<file path="config.mk">
export PLATFORM = sky130hd
export DESIGN_NAME = fpadd_param
export DESIGN_NICKNAME = d
export VERILOG_FILES = /design/src/rtl/fpadd_param.sv
export SDC_FILE = /design/constraint.sdc
export NUM_CORES = 1
export LEC_CHECK = 0
export ABC_CLOCK_PERIOD_IN_PS = 4000
export CORE_ASPECT_RATIO = 1.2
export CORE_MARGIN = 5
export CORE_UTILIZATION = 56
export CTS_BUF_LIST = sky130_fd_sc_hd__clkbuf_4
export DETAILED_ROUTE_END_ITERATION = 6
export MAX_ROUTING_LAYER = met4
export PLACE_DENSITY = 0.79
export SYNTH_ARGS = -nofsm -noshare
export SYNTH_HDL_FRONTEND = slang
export SYNTH_SLANG_ARGS = --single-unit
</file>
<file path="constraint.sdc">
create_clock -name clk -period 4 [get_ports clk]
set_clock_uncertainty 0.1 [all_clocks]
set_input_delay 1.2 -clock clk [delete_from_list [all_inputs] [get_ports clk]]
set_output_delay 1.2 -clock clk [all_outputs]
set_load 0.02 [all_outputs]
</file>
<file path="src/rtl/fpadd_param.sv">
// Multi-cycle parametrised floating-point adder/subtractor with start/done handshake.
// Optional FPADD_PARAM_RNE_EN selects round-to-nearest-even; otherwise results truncate.
module fpadd_param #(
  parameter int EXP_W = 8,
  parameter int MAN_W = 23
) (
  input  logic                   clk,
  input  logic                   reset,
  input  logic                   start,
  input  logic                   sub,
  input  logic [EXP_W+MAN_W:0]   a,
  input  logic [EXP_W+MAN_W:0]   b,
  output logic [EXP_W+MAN_W:0]   sum,
  output logic                   done,
  output logic                   busy,
  output logic [2:0]             dbg_state
);
  localparam int W  = EXP_W + MAN_W + 1;
  localparam int MW = MAN_W + 5;
  localparam int XW = EXP_W + 1;
  localparam logic [EXP_W-1:0] EXP_ONES = '1;
  localparam logic [W-1:0] QNAN = {1'b0, EXP_ONES, 1'b1, {(MAN_W-1){1'b0}}};

  // Handshake: start is sampled only in IDLE (busy=0); done is a one-cycle pulse
  // in DONE, and busy covers every cycle from the capture edge until done drops.
  typedef enum logic [2:0] {IDLE, SPECIAL, ALIGN, ADD, NORM, ROUND, DONE} state_t;

  state_t        state, state_nxt;
  logic [W-1:0]  a_q, b_q, a_nxt, b_nxt, sum_q, sum_nxt;
  logic [MW-1:0] mx_q, my_q, m_q, mx_nxt, my_nxt, m_nxt;
  logic [XW-1:0] e_q, e_nxt;
  logic          s_q, s_nxt, esub_q, esub_nxt;

  logic             a_s, b_s;
  logic [EXP_W-1:0] a_e, b_e;
  logic [MAN_W-1:0] a_f, b_f;
  logic             a_nan, b_nan, a_inf, b_inf, a_zero, b_zero;

  assign {a_s, a_e, a_f} = a_q;
  assign {b_s, b_e, b_f} = b_q;
  assign a_nan  = (a_e == EXP_ONES) && (a_f != '0);
  assign b_nan  = (b_e == EXP_ONES) && (b_f != '0);
  assign a_inf  = (a_e == EXP_ONES) && (a_f == '0);
  assign b_inf  = (b_e == EXP_ONES) && (b_f == '0);
  assign a_zero = (a_e == '0);
  assign b_zero = (b_e == '0);

  // Larger magnitude becomes the reference, so the subtract in ADD never goes negative.
  logic             a_big, x_s;
  logic [EXP_W-1:0] x_e, y_e, sh_amt;
  logic [MAN_W-1:0] x_f, y_f;
  logic [MW-1:0]    y_full, y_shr, y_lost, m_sum;

  assign a_big  = a_q[W-2:0] >= b_q[W-2:0];
  assign x_s    = a_big ? a_s : b_s;
  assign x_e    = a_big ? a_e : b_e;
  assign x_f    = a_big ? a_f : b_f;
  assign y_e    = a_big ? b_e : a_e;
  assign y_f    = a_big ? b_f : a_f;
  assign sh_amt = x_e - y_e;
  assign y_full = {2'b01, y_f, 3'b000};
  assign y_shr  = y_full >> sh_amt;
  assign y_lost = y_full & ~({MW{1'b1}} << sh_amt);
  assign m_sum  = esub_q ? (mx_q - my_q) : (mx_q + my_q);

  logic [MAN_W-1:0] r_frac;
  logic [XW-1:0]    r_exp;
`ifdef FPADD_PARAM_RNE_EN
  logic          rnd_up;
  logic [MW-1:0] m_rnd;
  assign rnd_up = m_q[2] & (m_q[1] | m_q[0] | m_q[3]);
  assign m_rnd  = m_q + {{(MW-4){1'b0}}, rnd_up, 3'b000};
  assign r_frac = m_rnd[MW-1] ? m_rnd[MW-2:4] : m_rnd[MW-3:3];
  assign r_exp  = e_q + {{(XW-1){1'b0}}, m_rnd[MW-1]};
`else
  assign r_frac = m_q[MW-3:3];
  assign r_exp  = e_q;
`endif

  always_comb begin
    state_nxt = state;
    a_nxt     = a_q;
    b_nxt     = b_q;
    mx_nxt    = mx_q;
    my_nxt    = my_q;
    m_nxt     = m_q;
    e_nxt     = e_q;
    s_nxt     = s_q;
    esub_nxt  = esub_q;
    sum_nxt   = sum_q;
    unique case (state)
      IDLE: begin
        if (start) begin
          a_nxt     = a;
          b_nxt     = {b[W-1] ^ sub, b[W-2:0]};
          state_nxt = SPECIAL;
        end
      end
      SPECIAL: begin
        state_nxt = DONE;
        if (a_nan || b_nan || (a_inf && b_inf && (a_s != b_s))) sum_nxt = QNAN;
        else if (a_inf)              sum_nxt = a_q;
        else if (b_inf)              sum_nxt = b_q;
        else if (a_zero && b_zero)   sum_nxt = {a_s & b_s, {(W-1){1'b0}}};
        else if (a_zero)             sum_nxt = b_q;
        else if (b_zero)             sum_nxt = a_q;
        else                         state_nxt = ALIGN;
      end
      ALIGN: begin
        mx_nxt    = {2'b01, x_f, 3'b000};
        my_nxt    = {y_shr[MW-1:1], y_shr[0] | (|y_lost)};
        e_nxt     = {1'b0, x_e};
        s_nxt     = x_s;
        esub_nxt  = a_s ^ b_s;
        state_nxt = ADD;
      end
      ADD: begin
        if (m_sum == '0) begin
          sum_nxt   = '0;
          state_nxt = DONE;
        end else if (m_sum[MW-1]) begin
          m_nxt     = {1'b0, m_sum[MW-1:2], m_sum[1] | m_sum[0]};
          e_nxt     = e_q + 1'b1;
          state_nxt = NORM;
        end else begin
          m_nxt     = m_sum;
          state_nxt = NORM;
        end
      end
      NORM: begin
        if (!m_q[MW-2] && (e_q > XW'(1))) begin
          m_nxt = m_q << 1;
          e_nxt = e_q - 1'b1;
        end else begin
          state_nxt = ROUND;
        end
      end
      ROUND: begin
        state_nxt = DONE;
        if (!m_q[MW-2])                     sum_nxt = {s_q, {(W-1){1'b0}}};
        else if (r_exp >= {1'b0, EXP_ONES}) sum_nxt = {s_q, EXP_ONES, {MAN_W{1'b0}}};
        else                                sum_nxt = {s_q, r_exp[EXP_W-1:0], r_frac};
      end
      DONE:    state_nxt = IDLE;
      default: state_nxt = IDLE;
    endcase
  end

  always_ff @(posedge clk or negedge reset) begin
    if (!reset) begin
      state  <= IDLE;
      a_q    <= '0;
      b_q    <= '0;
      mx_q   <= '0;
      my_q   <= '0;
      m_q    <= '0;
      e_q    <= '0;
      s_q    <= 1'b0;
      esub_q <= 1'b0;
      sum_q  <= '0;
    end else begin
      state  <= state_nxt;
      a_q    <= a_nxt;
      b_q    <= b_nxt;
      mx_q   <= mx_nxt;
      my_q   <= my_nxt;
      m_q    <= m_nxt;
      e_q    <= e_nxt;
      s_q    <= s_nxt;
      esub_q <= esub_nxt;
      sum_q  <= sum_nxt;
    end
  end

  assign sum       = sum_q;
  assign done      = (state == DONE);
  assign busy      = (state != IDLE);
  assign dbg_state = state;
endmodule

</file>
==> reports/metrics.csv <==
stage,metric,value,unit
critical_path,highest fanout seen on the critical path,5,
clock_network,CTS buffer count,17,
layout,final non-filler cell total,2596,
route,Routed Wire Length,62100,um
timing,unrepaired setup endpoints after global routing,yes,
place,placed cell areas,19200,um^2
logic_synthesis,Yosys Warn Count,0,
clock_network,clock sink count,188,
clock_network,CTS Buffer Depth,2,
clock_network,H-tree levels,4,
critical_path,Worst setup SP type,register,
place,GP Congestion,1.05,
die,Horiz. Die Dim,159,um
grt,global route overflow,0,
critical_path,Crit path max-delay family,compound AO/OA/AOI/OAI gates,
place,number of port buffers,104,
timing,max-slew violations,0,
critical_path,Critical Path Stages,23,
route,initial drt markers,1965,
critical_path,WP data required,4.48,ns
status,outcome,"finished, violations left",
critical_path,CP Data Arrival Time,5.09,ns
layout,Layout Nets,2401,
critical_path,Setup CP Type,reg2reg,
logic_synthesis,sequential area share after synthesis,0.314,
logic_synthesis,Post-synth EDFFs,0,
timing,Least-Margin Pin Slew,1.08,ns
route,via/cell ratio,6.50,
logic_synthesis,most instantiated cells after synthesis,"nand2_1 (219), dfrtp_1 (188), nor2_1 (145), o21ai_0 (130), a21oi_1 (114)",
clock_network,"Hold-fix buffers, CTS",0,
grt,met2 Use GR,0.633,
place,Inst Count DP,2486,
logic_synthesis,post-synthesis cell type count,101,
critical_path,Reg2Reg Launch Point,mx_q[3],
critical_path,CP endpoint kind,register,
critical_path,CP startpoint,mx_q[3],
die,die area,30100,um^2
die,core area,26400,um^2
grt,global-route wire length before repair,89800,um
logic_synthesis,ys flop type,dfrtp_1,
timing,final setup fails,95,
timing,Rel. slew slack,0.279,
grt,met1 Use GR,0.447,
route,routed len/inst,23.9,um
grt,met3 Resource Use GR,0.0612,
job,max_cap viols,0,
grt,largest net degree at the start of global routing,97,
logic_synthesis,Post-Syn Instances,1755,
grt,GRT Max-Usage Layer,met2,
route,1st-pass router iterations,7,
layout,Area growth syn-to-layout,44.3,%
logic_synthesis,most common cell in the netlist,nand2_1,
critical_path,R2R depth,23,
timing,final period utilization,1.15,
timing,Achievable Freq,217,MHz
grt,initial antenna violation count,1,
worst_hold_path,Hold Path Class,reg2reg,
logic_synthesis,asr flop ratio synth,1.00,
layout,Final Cell Area,21600,um^2
logic_synthesis,Yosys top cell area share,0.314,
critical_path,worst path bufs/invs,9,
logic_synthesis,dominant cell type by area after synthesis,dfrtp_1,
grt,vias in the first global route,16200,
die,Die Y-Extent,189,um
critical_path,CP most frequent cell,buf_6,
clock_network,Worst-path clk slew,0.19,ns
die,Rows,65,
logic_synthesis,Synth Cell Area,15000,um^2
logic_synthesis,synthesized flop and latch total,188,
place,Post-DP HPWL,43900,um
grt,GRT Total Usage,0.386,
route,Detail Route Antenna Nets,0,
critical_path,CP max-delay cell,dfrtp_1,
clock_network,CTS tree,done,
critical_path,RR Endpoint,sum[4],
route,Via Count,16900,
die,Initial Utilization,0.568,
die,Ports,105,
timing,final hold violations,0,
logic_synthesis,Mapped Avg Cell Area,8.53,um^2
timing,setup TNS,-32.64,ns
logic_synthesis,Synthesized Nets,1910,
critical_path,worst path cell trace,ha_2 -> buf_6 -> inv_2 -> fa_2 -> o21bai_4 -> a21oi_4 -> o21ai_2 -> a31oi_4 -> buf_6 -> buf_6 -> buf_4 -> o211ai_4 -> a31oi_4 -> a221oi_2 -> xnor2_1 -> buf_4 -> nor4bb_2 -> nand4b_1 -> buf_6 -> a21oi_4 -> buf_12 -> clkbuf_16 -> mux2_4,
timing,post-route setup slack,-0.603,ns
status,violated checks,"design-rule violations, negative setup slack",
clock_network,clk_lat worst skew,0.69,ns
timing,min Tclk post-route,4.60,ns
route,DRC viols,33,
logic_synthesis,Synth area leaders,"dfrtp_1 (31%), ha_1 (7.2%), mux2i_1 (6.4%), nand2_1 (5.5%), o21ai_0 (4.3%)",
critical_path,CP max stage delay,0.40,ns
critical_path,worst reg2reg setup slack,-0.60,ns
worst_hold_path,Hold Path Depth,1,
layout,"Core Util, Final",0.820,
layout,layout cells sized above 1,0.366,
clock_network,clock root buffer,clkbuf_4,
critical_path,crit path to,sum[4],
## stage by stage
step	hold WS (ns)	setup slack (ns)
after floorplan	0.370	0.0106
after CTS	0.437	-0.489
final	0.440	-0.603
after global placement	0.392	-0.558
after global routing	0.447	-0.719
after detailed placement	0.395	-0.716
## state kept, by name (all words and copies together) (netlist names)
register	count
a_q	32
b_q	32
sum	32
m_q	27
my_q	27
mx_q	24
e_q	9
dbg_state	3
esub_q	1
s_q	1
## cell families after synthesis
family	after synthesis	share of synthesized area
flops	188	0.314
compound gates	493	0.212
mux	191	0.148
fa+ha+maj	87	0.0732
buf+inv	201	0.0557
xor+xnor	29	0.0175
simple gates	566	0.179
## timing repair
| item | in CTS | in global routing |
|---|---|---|
| gates cloned | 7 | 3 |
| gates resized for setup | 180 | 142 |
| endpoints found under the setup margin | 95 | 96 |
| pin swaps | 73 | 79 |
| buffers inserted | 40 | 32 |
## how the worst min path moves through the flow
stage | end | slack (ns) | from
CTS | sum[0] | 0.44 | sum[0]
detailed placement | sum[0] | 0.39 | sum[0]
global placement | sum[0] | 0.39 | sum[0]
global route | sum[11] | 0.45 | sum[11]
finish | sum[11] | 0.44 | sum[11]
floorplan | mx_q[26] | 0.37 | mx_q[26]
## area by class of cell
| type | count | area, um^2 |
|---|---|---|
| multi-input combinational | 1368 | 10700 |
| timing repair buffer | 574 | 5090 |
| fill | 1629 | 4750 |
| sequential | 188 | 4700 |
| tap | 335 | 419 |
| inverter | 97 | 368 |
| clock inverter | 15 | 185 |
| clock buffer | 17 | 128 |
| antenna | 2 | 5.00 |
## worst reg2reg max path: stages (launching register included)
cell       delay, ns
dfrtp_1         0.40
ha_2            0.19
buf_6           0.09
inv_2           0.03
fa_2            0.36
o21bai_4        0.17
a21oi_4         0.07
o21ai_2         0.16
a31oi_4         0.14
buf_6           0.15
buf_6           0.11
buf_4           0.13
o211ai_4        0.23
a31oi_4         0.14
a221oi_2        0.30
xnor2_1         0.12
buf_4           0.17
nor4bb_2        0.28
nand4b_1        0.18
buf_6           0.17
a21oi_4         0.19
buf_12          0.16
clkbuf_16       0.15
mux2_4          0.30
## cell usage in the layout (no fill, tap or decap), drive strengths merged, types with 30 or more instances in the layout
master,count
o22ai,30
ha,86
buf,468
mux2,90
nand2,220
nor2,148
clkdlybuf4s50,103
inv,105
o21ai,141
a31oi,50
a21oi,116
nor3,32
nand3,31
dfrtp,188
mux2i,95
## per-layer routing
metal | up-vias | share of wire
met2 | 1090 | 0.47
met5 | - | 0
met3 | 353 | 0.078
met1 | 8063 | 0.37
li1 | 7377 | -
met4 | 0 | 0.084
Power is left out: the tool's default activity adds up to more than one toggle a clock period on the data nets, which glitch-free logic cannot reach.
